===== config.mk =====
export PLATFORM = sky130hd
export DESIGN_NAME = axi_unescape_tlast_flat
export DESIGN_NICKNAME = d
export VERILOG_FILES = /design/src/rtl/axi_unescape_tlast_if.sv /design/src/rtl/axi_unescape_tlast.sv /design/src/flat_wrapper.sv
export SDC_FILE = /design/constraint.sdc
export NUM_CORES = 1
export LEC_CHECK = 0
export BUFFER_PORTS_ARGS = -buffer_cell sky130_fd_sc_hd__buf_2
export CAP_MARGIN = 20
export CORE_MARGIN = 8
export CORE_UTILIZATION = 40
export CTS_BUF_LIST = sky130_fd_sc_hd__clkbuf_8
export DETAILED_ROUTE_END_ITERATION = 8
export HOLD_SLACK_MARGIN = 0.02
export PLACE_DENSITY = 0.69
export SYNTH_ARGS = -nofsm -noshare
export SYNTH_HDL_FRONTEND = slang
export SYNTH_SLANG_ARGS = --single-unit

===== constraint.sdc =====
create_clock -name clk -period 2.55 [get_ports clk]
set_clock_uncertainty 0.1 [all_clocks]
set_input_delay 0.1275 -clock clk [delete_from_list [all_inputs] [get_ports clk]]
set_output_delay 0.1275 -clock clk [all_outputs]
set_load 0.05 [all_outputs]

===== src/rtl/axi_unescape_tlast_if.sv =====
`default_nettype none
// ============================================================================
//  Module   : axi_unescape_tlast_if
//  Brief    : Stream bundle for the TLAST unescaper: the escaped input stream
//             (no TLAST) and the decoded output stream (with TLAST).
//  Revision : 1.0 - initial release
// ============================================================================
interface axi_unescape_tlast_if #(
  parameter int WIDTH = 64
) ();

  logic [WIDTH-1:0] i_tdata;
  logic             i_tvalid;
  logic             i_tready;
  logic [WIDTH-1:0] o_tdata;
  logic             o_tlast;
  logic             o_tvalid;
  logic             o_tready;

  // Decoder view: sinks the escaped stream, sources the decoded stream.
  modport slave (
    input  i_tdata, i_tvalid, o_tready,
    output i_tready, o_tdata, o_tlast, o_tvalid
  );

  // Environment view: sources the escaped stream, sinks the decoded stream.
  modport master (
    output i_tdata, i_tvalid, o_tready,
    input  i_tready, o_tdata, o_tlast, o_tvalid
  );

endinterface
`default_nettype wire


===== src/rtl/axi_unescape_tlast.sv =====
`default_nettype none
// ============================================================================
//  Module   : axi_unescape_tlast
//  Brief    : Decodes an escaped stream without TLAST into an AXI stream with
//             TLAST. ESC,1,W -> W with tlast; ESC,0,W -> W as plain data.
//             Registered output stage, illegal-code detection, optional XOR
//             checksum validation and saturating error counters.
//  Revision : 1.0 - initial release
// ============================================================================
module axi_unescape_tlast #(
  parameter int          WIDTH             = 64,
  parameter logic [63:0] ESC_WORD          = 64'hDEADBEEFFEEDCAFE,
  parameter bit          VALIDATE_CHECKSUM = 1'b0,
  parameter int          CNT_W             = 16
) (
  input  wire logic             clk,
  input  wire logic             reset_n,
  input  wire logic             clear,
  axi_unescape_tlast_if.slave   bus,
  output logic                  checksum_error,
  output logic                  code_error,
  output logic [CNT_W-1:0]      checksum_err_cnt,
  output logic [CNT_W-1:0]      code_err_cnt
);

  localparam int               H         = WIDTH / 2;
  localparam logic [WIDTH-1:0] C_ESC     = WIDTH'(ESC_WORD);
  localparam logic [H-1:0]     C_CODE_DT = '0;
  localparam logic [H-1:0]     C_CODE_LS = H'(1);

  typedef enum logic [1:0] {
    S_IDLE      = 2'd0,
    S_ESC_SEEN  = 2'd1,
    S_LAST_WORD = 2'd2,
    S_DATA_WORD = 2'd3
  } state_t;

  state_t           state_q, state_d;
  logic [WIDTH-1:0] o_tdata_q, o_tdata_d;
  logic             o_tlast_q, o_tlast_d;
  logic             o_tvalid_q, o_tvalid_d;
  logic [H-1:0]     checksum_q, checksum_d;
  logic             checksum_error_q, checksum_error_d;
  logic             code_error_q, code_error_d;
  logic [CNT_W-1:0] checksum_err_cnt_q, checksum_err_cnt_d;
  logic [CNT_W-1:0] code_err_cnt_q, code_err_cnt_d;

  logic [H-1:0]     w_lo, w_hi;
  logic             w_is_esc;
  logic             w_slot_free;
  logic             w_ready;
  logic             w_fwd;
  logic             w_fwd_last;

  assign w_lo        = bus.i_tdata[H-1:0];
  assign w_hi        = bus.i_tdata[WIDTH-1:H];
  assign w_is_esc    = (bus.i_tdata == C_ESC);
  assign w_slot_free = ~o_tvalid_q | bus.o_tready;

  // Escape-sequence FSM: input ready, forwarding decision and error detection.
  always_comb begin
    state_d          = state_q;
    w_ready          = w_slot_free;
    w_fwd            = 1'b0;
    w_fwd_last       = 1'b0;
    checksum_error_d = 1'b0;
    code_error_d     = 1'b0;
    case (state_q)
      S_IDLE: begin
        if (bus.i_tvalid && w_is_esc) begin
          // ESC is swallowed regardless of output backpressure.
          w_ready = 1'b1;
          state_d = S_ESC_SEEN;
        end else begin
          w_fwd = bus.i_tvalid & w_slot_free;
        end
      end
      S_ESC_SEEN: begin
        // Code word is never forwarded, so it never waits on the output.
        w_ready = 1'b1;
        if (bus.i_tvalid) begin
          if (w_lo == C_CODE_LS) begin
            state_d = S_LAST_WORD;
            if (VALIDATE_CHECKSUM && (w_hi != checksum_q)) begin
              checksum_error_d = 1'b1;
            end
          end else if (w_lo == C_CODE_DT) begin
            state_d = S_DATA_WORD;
          end else begin
            code_error_d = 1'b1;
            state_d      = S_IDLE;
          end
        end
      end
      S_LAST_WORD: begin
        w_fwd      = bus.i_tvalid & w_slot_free;
        w_fwd_last = 1'b1;
        if (w_fwd) state_d = S_IDLE;
      end
      S_DATA_WORD: begin
        w_fwd = bus.i_tvalid & w_slot_free;
        if (w_fwd) state_d = S_IDLE;
      end
      default: state_d = S_IDLE;
    endcase
  end

  // Output pipeline register, running checksum and saturating error counters.
  always_comb begin
    o_tvalid_d         = o_tvalid_q & ~bus.o_tready;
    o_tdata_d          = o_tdata_q;
    o_tlast_d          = o_tlast_q;
    checksum_d         = checksum_q;
    checksum_err_cnt_d = checksum_err_cnt_q;
    code_err_cnt_d     = code_err_cnt_q;
    if (w_fwd) begin
      o_tvalid_d = 1'b1;
      o_tdata_d  = bus.i_tdata;
      o_tlast_d  = w_fwd_last;
    end
    if (!VALIDATE_CHECKSUM) begin
      checksum_d = '0;
    end else if (w_fwd) begin
      checksum_d = w_fwd_last ? '0 : (checksum_q ^ w_lo ^ w_hi);
    end
    // A clear suppresses the pulse, so the counter must not see it either.
    if (checksum_error_d && !clear && (checksum_err_cnt_q != '1)) begin
      checksum_err_cnt_d = checksum_err_cnt_q + CNT_W'(1);
    end
    if (code_error_d && !clear && (code_err_cnt_q != '1)) begin
      code_err_cnt_d = code_err_cnt_q + CNT_W'(1);
    end
  end

  // State register: reset clears everything, clear keeps only the counters.
  always_ff @(posedge clk) begin
    if (!reset_n) begin
      state_q            <= S_IDLE;
      o_tdata_q          <= '0;
      o_tlast_q          <= 1'b0;
      o_tvalid_q         <= 1'b0;
      checksum_q         <= '0;
      checksum_error_q   <= 1'b0;
      code_error_q       <= 1'b0;
      checksum_err_cnt_q <= '0;
      code_err_cnt_q     <= '0;
    end else begin
      checksum_err_cnt_q <= checksum_err_cnt_d;
      code_err_cnt_q     <= code_err_cnt_d;
      if (clear) begin
        state_q          <= S_IDLE;
        o_tdata_q        <= '0;
        o_tlast_q        <= 1'b0;
        o_tvalid_q       <= 1'b0;
        checksum_q       <= '0;
        checksum_error_q <= 1'b0;
        code_error_q     <= 1'b0;
      end else begin
        state_q          <= state_d;
        o_tdata_q        <= o_tdata_d;
        o_tlast_q        <= o_tlast_d;
        o_tvalid_q       <= o_tvalid_d;
        checksum_q       <= checksum_d;
        checksum_error_q <= checksum_error_d;
        code_error_q     <= code_error_d;
      end
    end
  end

  assign bus.i_tready     = w_ready;
  assign bus.o_tdata      = o_tdata_q;
  assign bus.o_tlast      = o_tlast_q;
  assign bus.o_tvalid     = o_tvalid_q;
  assign checksum_error   = checksum_error_q;
  assign code_error       = code_error_q;
  assign checksum_err_cnt = checksum_err_cnt_q;
  assign code_err_cnt     = code_err_cnt_q;

endmodule
`default_nettype wire


===== src/flat_wrapper.sv =====
// flat-port wrapper written by rule: the top's interface ports become plain ports
module axi_unescape_tlast_flat 
#(
  parameter int          WIDTH             = 64,
  parameter logic [63:0] ESC_WORD          = 64'hDEADBEEFFEEDCAFE,
  parameter bit          VALIDATE_CHECKSUM = 1'b0,
  parameter int          CNT_W             = 16
)
  (clk, reset_n, clear, checksum_error, code_error, checksum_err_cnt, code_err_cnt, bus_i_tdata, bus_i_tvalid, bus_o_tready, bus_i_tready, bus_o_tdata, bus_o_tlast, bus_o_tvalid);
  axi_unescape_tlast_if #(.WIDTH(WIDTH)) bus_i ();
  input  wire logic clk;
  input  wire logic reset_n;
  input  wire logic clear;
  output logic checksum_error;
  output logic code_error;
  output logic [CNT_W-1:0] checksum_err_cnt;
  output logic [CNT_W-1:0] code_err_cnt;
  input wire logic [$bits(bus_i.i_tdata)-1:0] bus_i_tdata;
  input wire logic [$bits(bus_i.i_tvalid)-1:0] bus_i_tvalid;
  input wire logic [$bits(bus_i.o_tready)-1:0] bus_o_tready;
  output wire logic [$bits(bus_i.i_tready)-1:0] bus_i_tready;
  output wire logic [$bits(bus_i.o_tdata)-1:0] bus_o_tdata;
  output wire logic [$bits(bus_i.o_tlast)-1:0] bus_o_tlast;
  output wire logic [$bits(bus_i.o_tvalid)-1:0] bus_o_tvalid;
  assign bus_i.i_tdata = bus_i_tdata;
  assign bus_i.i_tvalid = bus_i_tvalid;
  assign bus_i.o_tready = bus_o_tready;
  assign bus_i_tready = bus_i.i_tready;
  assign bus_o_tdata = bus_i.o_tdata;
  assign bus_o_tlast = bus_i.o_tlast;
  assign bus_o_tvalid = bus_i.o_tvalid;
  axi_unescape_tlast #(.WIDTH(WIDTH), .ESC_WORD(ESC_WORD), .VALIDATE_CHECKSUM(VALIDATE_CHECKSUM), .CNT_W(CNT_W)) u_core (.clk(clk), .reset_n(reset_n), .clear(clear), .bus(bus_i), .checksum_error(checksum_error), .code_error(code_error), .checksum_err_cnt(checksum_err_cnt), .code_err_cnt(code_err_cnt));
endmodule

==> results of run 1 <==
-- cell type report --
| class | instances | area, um2 |
|---|---|---|
| Sequential cell | 85 | 1700 |
| Clock inverter | 6 | 55.1 |
| Inverter | 1 | 3.75 |
| Fill cell | 839 | 3750 |
| Timing Repair Buffer | 227 | 1550 |
| Tap cell | 129 | 161 |
| Clock buffer | 10 | 138 |
| Multi-Input combinational cell | 338 | 1920 |
-- cells in the final DEF, fill, tap and decap left out, types with 2 or more instances in the layout --
cell                            instances
sky130_fd_sc_hd__a21oi_1               66
sky130_fd_sc_hd__and2_1                 7
sky130_fd_sc_hd__buf_12                 5
sky130_fd_sc_hd__buf_2                151
sky130_fd_sc_hd__buf_4                  6
sky130_fd_sc_hd__clkbuf_8              10
sky130_fd_sc_hd__clkinv_2               2
sky130_fd_sc_hd__conb_1                17
sky130_fd_sc_hd__dfxtp_1               85
sky130_fd_sc_hd__dlygate4sd3_1         65
sky130_fd_sc_hd__inv_1                  3
sky130_fd_sc_hd__mux2i_1                6
sky130_fd_sc_hd__nand2_1               20
sky130_fd_sc_hd__nand2b_1               8
sky130_fd_sc_hd__nand3_1               70
sky130_fd_sc_hd__nand4_1               10
sky130_fd_sc_hd__nand4b_1               8
sky130_fd_sc_hd__nor2_1                 5
sky130_fd_sc_hd__nor3_1                 6
sky130_fd_sc_hd__nor3_2                 2
sky130_fd_sc_hd__nor4_1                 6
sky130_fd_sc_hd__nor4_2                 7
sky130_fd_sc_hd__o211ai_1               2
sky130_fd_sc_hd__o21ai_0               60
sky130_fd_sc_hd__o21ai_1                6
sky130_fd_sc_hd__o31ai_1                2
sky130_fd_sc_hd__or3_1                  3
sky130_fd_sc_hd__xor2_1                 6
-- metrics by stage --
stage	util (%)	setup WS (ns)	std cells
final	59.6	0.139	796
after global routing	59.6	0.0187	796
after CTS	59.1	0.0157	796
after detailed placement	50.0	0.175	715
after global placement	50.0	0.195	715
after floorplan	-	0.295	481
-- final timing paths --
check | end | slack, ns | depth (start not counted)
setup / recovery | u_core.code_err_cnt[1] | 0.14 | 9
hold / removal | u_core.code_err_cnt[11] | 0.1 | 4
setup reg to reg | u_core.code_err_cnt[1] | 0.44 | 6
hold reg to reg | u_core.bus.o_tdata[17] | 0.37 | 2
-- where the power goes --
| group | leakage (uW) | internal (uW) | switching, uW |
|---|---|---|---|
| logic | 0.00160 | 176 | 345 |
| registers | 0.000690 | 1360 | 15.4 |
| clock network | 0.000105 | 470 | 473 |
-- critical path, stage by stage --
cell and delay (ns):
sky130_fd_sc_hd__dlygate4sd3_1 0.56, sky130_fd_sc_hd__buf_2 0.16, sky130_fd_sc_hd__nor4_2 0.32, sky130_fd_sc_hd__nand4_1 0.20
sky130_fd_sc_hd__o311ai_1 0.38, sky130_fd_sc_hd__buf_4 0.25, sky130_fd_sc_hd__or3_1 0.27, sky130_fd_sc_hd__mux2i_1 0.21
sky130_fd_sc_hd__nor2b_1 0.06
-- repair_timing --
item,CTS,global route
hold buffers,65,0
gates resized for setup,0,9
setup endpoints to repair,0,29
endpoints found under the hold margin,66,0
setup buffers,0,0
-- state kept, by name, indices dropped and copies added, names as in the netlist --
register             flops
u_core.bus.o_tdata      64
u_core.code_err_cnt     16
u_core.state_q           2
u_core.bus.o_tlast       1
u_core.bus.o_tvalid      1
u_core.code_error        1
-- layer usage --
layer	up-vias	part of all wire (%)	GRT usage (%)
li1	2046	-	-
met2	191	49	33.6
met3	25	7.7	5.55
met1	1987	42	24.7
met4	0	1.7	6.74
met5	-	0	0
-- logic make-up after synthesis --
group,after synthesis,synth area share [%]
adders and majority gates,1,0.326
buffers and inverters,58,8.76
and+or+nand+nor,163,23.6
muxes,6,1.56
AOI/OAI and AO/OA,144,19.7
DFF,85,44.3
xor gates and xnor gates,7,1.60
other,1,0.0977
==> results.md, run 1 <==
Detailed routing:
- In the routed design, unresolved DRC markers number 0.
- Dividing the detail-routed wire length by the instance count gives roughly 17 um.
- The number of vias per cell is 5.34.
- The first detailed-routing pass ran for 5 iterations.
- The wire length after detailed routing is about 14 mm.
- The total via count after detailed routing is between 4000 and 5000.
- The count of nets left with antenna violations after detail routing is 0.
- The number of violations reported at the end of detailed-routing iteration 0 is around 260.

Setup path:
- The data required time of the worst path is around 2.7 ns.
- The kind of end point of the critical path is a flip-flop.
- The start point of the critical path is bus_i_tdata[1].
- The worst-path maximum fanout is 11.
- The kind of critical path is input pin to flip-flop.
- For the worst setup path, the data arrival time is about 2.6 ns.
- The worst setup path is launched from an input pin.
- In this run the critical register-to-register path is launched from u_core.code_err_cnt[6].

Logic synthesis:
- sky130_fd_sc_hd__dfxtp_1 takes more of the synthesized area than any other cell.
- The most common cell in the synthesized netlist is sky130_fd_sc_hd__dfxtp_1.
- The combined area of all synthesized cells is around 0.0038 mm2.
- The average footprint of a synthesized cell is around 8.3 um2.
- The number of enable flip-flop cells after synthesis is 0.
- After synthesis, flip-flops and latches occupy about 44% of the total area.
- The number of distinct library cells after synthesis is between 40 and 50.
- The share of synthesized area in the top cell type comes to ~44%.
- The post-synthesis async set-or-reset flop share is 0%.
- The number of flip-flops and latches in the synthesized netlist is 85.
- Yosys printed 0 warnings.
- The gate count of the mapped netlist is between 400 and 500.
- For this run, the leading register cell type out of synthesis is sky130_fd_sc_hd__dfxtp_1.
- Sorting the synthesized cells by how often they occur yields 85 x sky130_fd_sc_hd__dfxtp_1, 70 x sky130_fd_sc_hd__nand3_1, 66 x sky130_fd_sc_hd__a21oi_1.
- After synthesis, the cell types taking the most area are sky130_fd_sc_hd__dfxtp_1 44%, sky130_fd_sc_hd__nand3_1 9.1%, sky130_fd_sc_hd__a21oi_1 8.6%, sky130_fd_sc_hd__o21ai_0 7.8%, sky130_fd_sc_hd__buf_4 3.9%.

Global routing:
- Across every metal layer, demand over resource in global routing totals between 20% and 30%.
- After global routing the overflow that remains totals 0.
- The number of antenna violations at the first check in global routing is 0.
- The pin count of the biggest net entering global routing is 66.
- The first global-routing pass estimated roughly 22 mm of wire.
- The number of global-route vias before repair is approximately 4200.

Placed design:
- The HPWL after detailed placement is 9.09 mm.
- Routability-driven placement finished with a final weighted congestion of between 0.7 and 0.8.
- The number of buffer cells added on primary ports is roughly 150.
- Summing all placed instances gives a cell area of 0.00464 mm2.

STA:
- In this run the tightest slew margin relative to its limit is between 50% and 60%.
- For the final routed database, the setup TNS stands at 0 ns.
- The transition at the pin with the smallest max-transition slack is 0.658 ns.
- The maximum clock frequency is roughly 0.41 GHz.
- The final clock period utilization by the worst path is between 90% and 100%.
- The number of endpoints failing setup at the final stage is 0.
- The count of pins over their slew limit is 0.
- The number of hold violations in the final report is 0.
- Hold timing on the final database bottoms out at a slack of ~0.1 ns.
- The shortest clock period the worst path allows after layout is approximately 2.4 ns.
- Setup repair after global routing left no endpoint under its margin.

Clocking:
- Clock-pin slew was measured on the worst setup and hold paths at approximately 0.090 ns.
- The clock root buffer master is sky130_fd_sc_hd__clkbuf_8.
- TritonCTS built the clock tree.
- The number of clock buffers added by TritonCTS is 9.
- The clock latency reported for the late side of the worst-skew pair is approximately 0.33 ns.
- The total clock sinks is 85.
- The maximum level of the CTS H-tree is 3.
- The buffer depth of the longest clock path is 2.

Pwr:
- In this run the static leakage power is around 0.0024 uW.
- The sum of internal, switching and leakage power is roughly 2800 uW.
- The maximum vdd drop is ~0.32 mV.
- The power density over cell area is roughly 510 mW/mm2.

Floorplanning:
- From left edge to right edge, the die measures 114 um.
- The die covers between 0.01 and 0.015 mm2.
- The total area inside the core boundary comes to around 0.0093 mm2.
- For this configuration, the core starts out at a cell density of between 40% and 50%.
- Pin placement for this block handled 170 I/O pins.
- The number of rows in the core area is 35.
- Measured along the y axis, the die boundary spans 114 um.

Run status:
- The run finished with clean final reports.

Cells and area:
- In the final design database the tool counted roughly 730 nets.
- The count of antenna diodes in the layout is 0.
- After routing the design area is between 0.005 and 0.006 mm2.
- The area growth from synthesis to layout is 44.1%.
- The fraction of final layout cells sized beyond drive strength 1 is around 29%.

Worst hold path:
- The launch point of the worst hold path is clear.
- The min-delay analysis places its worst path in the category input pin to flip-flop.

Flow run:
- The max-cap check violation count is 0.
(Power assumes the default switching activity.)
==> inputs of run 2 (changes only) <==
--- a/config.mk
+++ b/config.mk
@@ -11,4 +11,5 @@
 export CORE_UTILIZATION = 40
 export CTS_BUF_LIST = sky130_fd_sc_hd__clkbuf_8
+export CTS_CLUSTER_DIAMETER = 80
 export DETAILED_ROUTE_END_ITERATION = 8
 export HOLD_SLACK_MARGIN = 0.02
==> constraint.sdc (replaced) <==
create_clock -name clk -period 2.55 [get_ports clk]
set_clock_uncertainty 0.1 [all_clocks]
set_input_delay 0.51 -clock clk [delete_from_list [all_inputs] [get_ports clk]]
set_output_delay 0.51 -clock clk [all_outputs]
set_load 0.05 [all_outputs]
==> results.md, run 2 (same netlist as run 1, synthesis figures left out) <==
Cells and area:
- Leading cell types in the layout, fill and taps excluded: 151 x sky130_fd_sc_hd__buf_2, 85 x sky130_fd_sc_hd__dfxtp_1, 70 x sky130_fd_sc_hd__nand3_1 (unchanged).
- The number of flip-flops in the largest register came to 64 (unchanged).
- The count of antenna diodes in the layout came to 0 (unchanged).
- The number of nets in the layout is 677 (was 732).
- The area of all placed cells without fillers is 0.00499 mm2 (was 0.00553 mm2).
- The fraction of final layout cells sized beyond drive strength 1 was 32.8% (was 28.8%).
- The most common cell after layout, fill and taps aside is sky130_fd_sc_hd__buf_2 (unchanged).
- The area used by multi-input combinational logic came to 0.00190 mm2 (was 0.00192 mm2).
- The footprint of the flip-flops and latches is 0.00170 mm2 (unchanged).
- The area growth from synthesis to layout is 30.0% (was 44.1%).
- The final core utilization was 53.8% (was 59.6%).
- The layout filler cell count came to 917 (was 839).

STA:
- The shortest clock period the worst path allows after layout is 2.44 ns (was 2.41 ns).
- The sum of negative setup slack is 0 ns (unchanged).
- The maximum clock frequency is 0.410 GHz (was 0.415 GHz).
- The number of hold violations in the final report is 0 (unchanged).
- The post-route worst setup slack is 0.110 ns (was 0.139 ns).
- The worst slew margin relative to its limit is 66.6% (was 56.1%).
- Unrepaired setup endpoints after global routing: false (unchanged).
- The transition at the pin with the smallest max-transition slack is 0.498 ns (was 0.658 ns).
- The count of pins over their slew limit is 0 (unchanged).
- The final clock period utilization by the worst path is 95.7% (was 94.5%).
- The number of endpoints failing setup at the final stage is 0 (unchanged).

Setup path:
- The critical path arrival is 1.83 ns (was 2.55 ns).
- The logic depth of the worst register-to-register path is 7 (was 6).
- The kind of critical path is input pin to output pin (was input pin to flip-flop).
- The delay contributed by the slowest stage of the critical path is 0.31 ns (was 0.56 ns).
- The kind of end point of the critical path is an output pin (was flip-flop).
- The startpoint type of the worst setup path is an input pin (unchanged).
- The beginning of the worst register-to-register path is u_core.state_q[1] (was u_core.code_err_cnt[6]).
- The reg-to-reg endpoint was u_core.code_err_cnt[13] (was u_core.code_err_cnt[1]).
- The worst-path maximum fanout came to 3 (was 11).
- The data required time of the worst path is 1.94 ns (was 2.69 ns).
- The kind of cell adding the most delay to the critical path is simple AND/OR/NAND/NOR gates (was buffers and inverters).
- The setup slack of the worst register-to-register path came to 0.37 ns (was 0.44 ns).
- Chain of cells forming the critical path: buf_2 -> nand4_1 -> nor4_2 -> nand2_1 -> nor2_1 -> nor2_1 -> o21bai_2 -> buf_12 (was dlygate4sd3_1 -> buf_2 -> nor4_2 -> nand4_1 -> o311ai_1 -> buf_4 -> or3_1 -> mux2i_1 -> nor2b_1).
- The start point of the critical path is bus_i_tdata[43] (was bus_i_tdata[1]).
- The instance count on the critical path is 8 (was 9).
- Among the stages of the critical path, the cell type that occurs most often is sky130_fd_sc_hd__nor2_1.
- The critical path buffer and inverter count is 2 (was 3).
- The slowest library cell on the worst path is sky130_fd_sc_hd__nor4_2 (was sky130_fd_sc_hd__dlygate4sd3_1).

Global routing:
- The number of antenna violations at the first check in global routing is 1 (was 0).
- The pin count of the biggest net entering global routing is 57 (was 66).
- The most used routing layer is met2 (unchanged).
- The met1 layer usage reported by global route was 22.6% (was 24.7%).
- The met2 usage is 30.0% (was 33.6%).
- The global routing met3 resource utilization came to 5.76% (was 5.55%).
- The total global-route track usage is 18.4% (was 20.3%).
- The overflow left after global routing was 0 (unchanged).
- The global-route wire length before repair came to 19.7 mm (was 21.7 mm).
- The number of global-route vias before repair is 3896 (was 4181).

Detailed routing:
- The total via count after detailed routing is 3963 (was 4249).
- The remaining routing DRC violations was 0 (unchanged).
- The wire length after detailed routing is 12.4 mm (was 13.5 mm).
- The final routed wire length divided by cell count is 16.8 um (was 17.0 um).
- The number of detailed-routing iterations run before antenna repair is 5 (unchanged).
- The number of violations reported at the end of detailed-routing iteration 0 is 260 (was 259).
- The count of nets left with antenna violations after detail routing was 0 (unchanged).
- The number of vias per cell is 5.35 (was 5.34).

Placed design:
- The global placement routability congestion is 0.821 (was 0.775).
- The placement-stage worst setup slack is -0.0504 ns (was 0.175 ns).
- The placed instance area was 0.00474 mm2 (was 0.00464 mm2).
- The HPWL after detailed placement came to 9.06 mm (was 9.09 mm).
- The number of buffer cells added on primary ports is 152 (unchanged).

Floorplanning:
- The x dimension of the die is 114 um (unchanged).
- The floorplan core area came to 0.00928 mm2 (unchanged).
- The effective utilization at floorplan came to 41.4% (unchanged).
- The number of rows in the core area came to 35 (unchanged).
- The die outline area is 0.0130 mm2 (unchanged).
- The top-level I/O count was 170 (unchanged).
- The height of the die is 114 um (unchanged).

Clocking:
- The maximum level of the CTS H-tree is 3 (unchanged).
- The clock latency reported for the late side of the worst-skew pair is 0.34 ns (was 0.33 ns).
- The clock tree from TritonCTS is yes (unchanged).
- The total clock sinks is 85 (unchanged).
- The clock root buffer master is sky130_fd_sc_hd__clkbuf_8 (unchanged).
- The clock-pin slew on the worst setup and hold paths came to 0.09 ns (about the same).
- The buffer depth of the longest clock path was 2 (unchanged).
- The total clock buffers created by CTS was 9 (unchanged).

Flow run:
- The max-cap check violation count is 0 (unchanged).

Pwr:
- The net switching fraction of the power is 28.9% (was 29.4%).
- The sequential share of power is 46.9% (was 48.4%).
- The static leakage is 0.00219 uW (was 0.00240 uW).
- The maximum vdd drop is 0.290 mV (was 0.320 mV).
- The internal power came to 2080 uW (was 2010 uW).
- The sum of internal, switching and leakage power is 2930 uW (was 2840 uW).
- The power density over cell area is 587 mW/mm2 (was 513 mW/mm2).
- The switching component of the power came to 846 uW (was 834 uW).
- The portion of total power attributed to combinational logic is 15.2% (was 18.4%).
- The power share of the clock group is 37.9% (was 33.2%).

Worst hold path:
- The endpoint of the worst hold path is u_core.bus.o_tdata[60] (was u_core.code_err_cnt[11]).
- The launch point of the worst hold path is bus_i_tdata[60] (was clear).
- The classification of the worst-slack hold path is input pin to flip-flop (unchanged).
- The number of cells traversed by the worst hold path is 3 (was 4).

Run status:
- Outcome: completed (unchanged).
run 2: metrics by stage:
step	hold WS, ns	instances
global placement	0.357	725
finish	0.316	741
detailed placement	0.365	725
CTS	0.303	741
global route	0.310	741
floorplan	0.434	481
run 2: cell type report:
class	count	area share [%]
inverter	1	0.0752
clock buffer	11	3.03
multi-input combinational	338	38.1
timing repair buffer	172	19.8
sequential	85	34.1
clock inverter	5	1.65
tap	129	3.23
run 2: how the worst max path moves through the flow:
stage	slack, ns	end
after floorplan	0.25	bus_i_tready
after detailed placement	-0.05	u_core.code_err_cnt[1]
final	0.11	bus_i_tready
after CTS	0.05	bus_i_tready
after global routing	0.03	bus_i_tready
after global placement	-0.05	u_core.code_err_cnt[1]
run 2: power by group through the flow:
stage	Clock (uW)	Sequential [uW]	Combinational (uW)
after detailed placement	0	1410	441
after global placement	0	1400	436
after floorplan	0	1520	188
final	1110	1370	445
after global routing	1200	1380	474
after CTS	1130	1370	443
run 2: what timing repair did:
item                       CTS  global route
pin swaps                    0             0
setup endpoints to repair    1             1
setup buffers                0             0
gates cloned                 0             0
gates resized for setup      1             2
hold buffers                 0             0
run 2: tightest hold or removal path, delay by kind of cell:
kind                   cells  cell delay (ns)
and+or+nand+nor            1             0.05
AOI/OAI and AO/OA          1             0.05
buffers and inverters      1             0.10
run 2: per-layer routing:
metal,vias up,share of wire (%)
li1,1932,-
met1,1869,43
met2,150,47
met3,10,9.0
met4,2,0.89
met5,-,0.10
